$ cat src/rtl/sha256_round_engine.sv
// SHA-256 compression engine: one FIPS 180-4 round per clock, 16-word rolling
// message schedule, external combinational K-constant ROM addressed by k_idx.
module sha256_round_engine (
  input  logic         clk,
  input  logic         rst,
  input  logic         start,
  input  logic         init,
  input  logic [511:0] block,
  output logic         ready,
  output logic [5:0]   k_idx,
  input  logic [31:0]  k_in,
  output logic [255:0] digest,
  output logic         digest_valid
);

  typedef enum logic [1:0] {
    IDLE  = 2'd0,
    ROUND = 2'd1,
    DONE  = 2'd2
  } state_t;

  localparam logic [255:0] IV = {
    32'h6a09e667, 32'hbb67ae85, 32'h3c6ef372, 32'ha54ff53a,
    32'h510e527f, 32'h9b05688c, 32'h1f83d9ab, 32'h5be0cd19
  };

  state_t      state;
  state_t      state_nxt;
  logic [5:0]  t;
  logic [31:0] win [16];
  logic [31:0] wk  [8];
  logic [31:0] hreg [8];
  logic [31:0] t1;
  logic [31:0] t2;
  logic [31:0] w_new;

  function automatic logic [31:0] rotr(input logic [31:0] x, input int n);
    return (x >> n) | (x << (32 - n));
  endfunction

  function automatic logic [31:0] big_sigma0(input logic [31:0] x);
    return rotr(x, 2) ^ rotr(x, 13) ^ rotr(x, 22);
  endfunction

  function automatic logic [31:0] big_sigma1(input logic [31:0] x);
    return rotr(x, 6) ^ rotr(x, 11) ^ rotr(x, 25);
  endfunction

  function automatic logic [31:0] small_sigma0(input logic [31:0] x);
    return rotr(x, 7) ^ rotr(x, 18) ^ (x >> 3);
  endfunction

  function automatic logic [31:0] small_sigma1(input logic [31:0] x);
    return rotr(x, 17) ^ rotr(x, 19) ^ (x >> 10);
  endfunction

  function automatic logic [31:0] ch(input logic [31:0] e, input logic [31:0] f,
                                     input logic [31:0] g);
    return (e & f) ^ (~e & g);
  endfunction

  function automatic logic [31:0] maj(input logic [31:0] a, input logic [31:0] b,
                                      input logic [31:0] c);
    return (a & b) ^ (a & c) ^ (b & c);
  endfunction

  // Round arithmetic; wk[0..7] hold a..h.
  always_comb begin
    t1    = wk[7] + big_sigma1(wk[4]) + ch(wk[4], wk[5], wk[6]) + k_in + win[0];
    t2    = big_sigma0(wk[0]) + maj(wk[0], wk[1], wk[2]);
    w_new = small_sigma1(win[14]) + win[9] + small_sigma0(win[1]) + win[0];
  end

  always_ff @(posedge clk or posedge rst) begin
    if (rst) state <= IDLE;
    else     state <= state_nxt;
  end

  always_comb begin
    state_nxt = state;
    ready     = 1'b0;
    k_idx     = 6'd0;
    case (state)
      IDLE: begin
        ready = 1'b1;
        if (start) state_nxt = ROUND;
      end
      ROUND: begin
        k_idx = t;
        if (t == 6'd63) state_nxt = DONE;
      end
      DONE:    state_nxt = IDLE;
      default: state_nxt = IDLE;
    endcase
  end

  always_ff @(posedge clk or posedge rst) begin
    if (rst) begin
      t            <= 6'd0;
      digest_valid <= 1'b0;
      for (int i = 0; i < 16; i++) win[i] <= 32'd0;
      for (int i = 0; i < 8; i++) begin
        wk[i]   <= 32'd0;
        hreg[i] <= IV[255 - 32*i -: 32];
      end
    end else begin
      digest_valid <= 1'b0;
      case (state)
        IDLE: begin
          if (start) begin
            t <= 6'd0;
            for (int i = 0; i < 16; i++) win[i] <= block[511 - 32*i -: 32];
            for (int i = 0; i < 8; i++) begin
              if (init) begin
                hreg[i] <= IV[255 - 32*i -: 32];
                wk[i]   <= IV[255 - 32*i -: 32];
              end else begin
                wk[i] <= hreg[i];
              end
            end
          end
        end
        ROUND: begin
          // t wraps to 0 on the last round; the FSM leaves ROUND on that edge.
          t <= t + 6'd1;
          for (int i = 0; i < 15; i++) win[i] <= win[i+1];
          win[15] <= w_new;
          wk[0] <= t1 + t2;
          wk[1] <= wk[0];
          wk[2] <= wk[1];
          wk[3] <= wk[2];
          wk[4] <= wk[3] + t1;
          wk[5] <= wk[4];
          wk[6] <= wk[5];
          wk[7] <= wk[6];
        end
        DONE: begin
          for (int i = 0; i < 8; i++) hreg[i] <= hreg[i] + wk[i];
          digest_valid <= 1'b1;
        end
        default: ;
      endcase
    end
  end

  assign digest = {hreg[0], hreg[1], hreg[2], hreg[3],
                   hreg[4], hreg[5], hreg[6], hreg[7]};

endmodule

$ cat config.mk
export PLATFORM = sky130hd
export DESIGN_NAME = sha256_round_engine
export DESIGN_NICKNAME = d
export VERILOG_FILES = /design/src/rtl/sha256_round_engine.sv
export SDC_FILE = /design/constraint.sdc
export NUM_CORES = 2
export LEC_CHECK = 0
export BUFFER_PORTS_ARGS = -buffer_cell sky130_fd_sc_hd__buf_4
export CAP_MARGIN = 15
export CORE_ASPECT_RATIO = 0.7
export CORE_UTILIZATION = 30
export DETAILED_ROUTE_END_ITERATION = 6
export PLACE_DENSITY = 0.47
export SLEW_MARGIN = 0
export SYNTH_ARGS = -nofsm -noshare
export SYNTH_HDL_FRONTEND = slang
export SYNTH_SLANG_ARGS = --single-unit
export TNS_END_PERCENT = 30
$ cat constraint.sdc
create_clock -name clk -period 41.6 [get_ports clk]
set_input_delay 4.16 -clock clk [delete_from_list [all_inputs] [get_ports clk]]
set_output_delay 4.16 -clock clk [all_outputs]
set_load 0.1 [all_outputs]
==> impl_metrics.py <==
metrics = {
    "sta": {
        "fin_skew_ps": 45.3,
        "rsz0062_at_grt": "no",
        "slew_violations": 0,
        "hold_viol_final": 0,
        "setup_violations": 0,
        "finalSetupTns_ps": 0,
        "post-route-min-period_ps": 10870,
        "timing.fmax_ghz": 0.0920,
        "fin_crit_sh_pct": 26.1,
        "max_slew_margin_pct": 20.4,
        "tightest_slew_ps": 1190,
    },
    "placed_design": {
        "dpl.hpwl_um": 259000,
        "gp_congestion": 0.938,
        "io_buffers": 811,
        "dp_cells": 11800,
    },
    "layout": {
        "drive_above_1_share_pct": 14.6,
        "final_nets": 9934,
        "final_util_pct": 35.9,
        "final_cells": 12000,
        "area_delta_synth_final_pct": 18.7,
    },
    "detailed_routing": {
        "drc": 0,
        "vias_per_cell": 5.39,
        "via_count": 64600,
        "ant_nets": 0,
        "drt-initial-drc-count": 6474,
        "routedWlPerCell_um": 28.0,
        "routed_wirelength_um": 336000,
        "first_pass_iters": 6,
    },
    "global_route": {
        "grt_pass1_wl_um": 467000,
        "grt_pass1_vias": 60700,
        "grt_overflow_total": 0,
        "grt_usage_pct": 27.9,
        "antenna_found_initial": 47,
        "grt_max_degree": 226,
    },
    "worst_setup_path": {
        "cp-end-kind": "register",
        "critPathSlowestCell": "xor2_1",
        "required_ps": 42260,
        "max_stage_delay_ps": 550,
        "crit_fanout": 5,
        "crit_family": "adder cells",
        "worstSetupStartpointType": "input port",
        "crit_arrival_ps": 11530,
        "criticalPathCategory": "input port to register",
        "critPathBufInv": 6,
    },
    "clocking": {
        "cts_buffer_depth": 3,
        "cts_sinks": 1033,
        "clkTransAtPathRegs_ps": 70,
        "cts_root_buffer": "clkbuf_16",
        "cts_buffers": 120,
        "insertion_delay_ps": 790,
        "hold_buffers": 0,
        "cts_resized": 0,
        "h-tree-depth": 3,
        "cts_tree": "yes",
        "cts_setup_buffers": 0,
    },
    "yosys": {
        "ys_types": 91,
        "synth_top_area_share_pct": 32.2,
        "synth_flop_cell": "dfrtp_1",
        "ys_top_cells_by_count": "1412 x nand2_1, 897 x dfrtp_1, 768 x nor2_1, 610 x o21ai_0, 533 x inv_1",
        "synth-edff-count": 0,
        "yosys.area.top_type": "dfrtp_1",
        "avgSynthCellArea_um2": 8.35,
        "synth_seq_cells": 1033,
        "yosys_warnings": 0,
        "netlist_instances": 8339,
        "syn_area_mm2": 0.0697,
        "async_flop_share_pct": 100,
        "ys_seq_area_share_pct": 37.3,
        "yosys.cell_count.top_type": "nand2_1",
        "yosys-top-cells-area": "dfrtp_1 32%, nand2_1 7.6%, ha_1 6.7%",
        "syn_nets": 9455,
    },
    "floorplan": {
        "io_pins": 812,
        "core_area_mm2": 0.230,
        "die_y_um": 405,
        "initial_core_util_pct": 30.3,
        "rows": 147,
        "fp.dieW_um": 578,
        "die_area_mm2": 0.234,
    },
    "flow_run": {
        "drv.max_cap_violation_count": 0,
    },
    "run_status": {
        "status": "completed",
    },
    "worst_hold_path": {
        "hold_class": "register to register",
    },
}
-- kinds of logic (layout without fill, tap and decap cells) --
kind of cell	Yosys count	count (layout)	synth area share (%)
AOI/OAI and AO/OA	2308	2308	20.2
xor gates and xnor gates	565	565	7.12
adders and majority gates	571	571	12.3
buffers and inverters	1082	1660	5.84
DFF	1033	1033	37.3
muxes	36	36	0.532
other	0	21	0
and+or+nand+nor	2744	2744	16.6
-- flip-flops by register name (all words and copies together), names as in the netlist --
signal        cells
wk              256
digest_valid      1
state             2
digest          256
win             512
t                 6
-- final cells by class --
class / count / area, µm²
diodes: 21 / 52.6
inverters: 533 / 2010
flip-flops and latches: 1033 / 26000
fillers: 23900 / 147000
multi-input cells: 6224 / 39600
repair buffers: 906 / 6860
well taps: 3054 / 3820
clock buffers: 168 / 3460
clock inverters: 53 / 798
-- metrics by stage --
stage | hold slack [ps] | setup WS, ps | area, µm²
4_1_cts | 495 | 30860 | 82600
3_3_place_gp | 468 | 30160 | 78400
3_5_place_dp | 480 | 30070 | 78400
5_1_grt | 527 | 30330 | 82700
2_1_floorplan | 450 | 8590 | 69700
6_report | 495 | 30730 | 82700
-- worst paths after layout --
kind / start / endpoint / slack [ps] / cells past startpoint
worst max-delay path: k_in[1] / wk[255]$_DFFE_PP0P_ / 30730 / 33
worst min-delay path: win[2]$_DFFE_PP0P_ / win[2]$_DFFE_PP0P_ / 490 / 2
worst max register to register: win[481]$_DFFE_PP0P_ / wk[255]$_DFFE_PP0P_ / 33440 / 32
worst min register to register: win[2]$_DFFE_PP0P_ / win[2]$_DFFE_PP0P_ / 490 / 2
max in group asynchronous: rst / win[433]$_DFFE_PP0P_ / 34630 / 6
min in group asynchronous: rst / digest[211]$_DFFE_PP0P_ / 3460 / 2
-- cells in the final DEF, fill, tap and decap left out, types with 24 or more instances in the layout --
cell type / count
mux2i_1: 28
nand2_1: 1411
or3_1: 124
clkbuf_16: 121
nand3_1: 78
a21oi_1: 531
dfstp_2: 136
o21a_1: 43
o21ai_0: 610
a21o_1: 175
clkbuf_8: 26
o21bai_1: 53
nor2b_1: 45
nor2_1: 765
xor2_1: 240
and3_1: 122
inv_1: 530
nand2b_1: 48
a31oi_1: 526
ha_1: 373
dfrtp_1: 897
a211oi_1: 71
xnor2_1: 324
nand4_1: 24
buf_4: 901
fa_1: 195
o22ai_1: 38
o211ai_1: 56
nor3_1: 60
-- tightest hold or removal path: stages, from the launching register on --
cell and delay, ps:
dfrtp_1 350, nand2_1 50, o21ai_0 60
-- metal layers --
metal	global-route usage (%)	wire, µm
met2	39.3	139000
met5	0	104
met4	7.11	8900
met3	6.82	27500
met1	41.8	161000
Power is left out: the tool's default activity adds up to more than one toggle a clock period on the data nets, which glitch-free logic cannot reach.
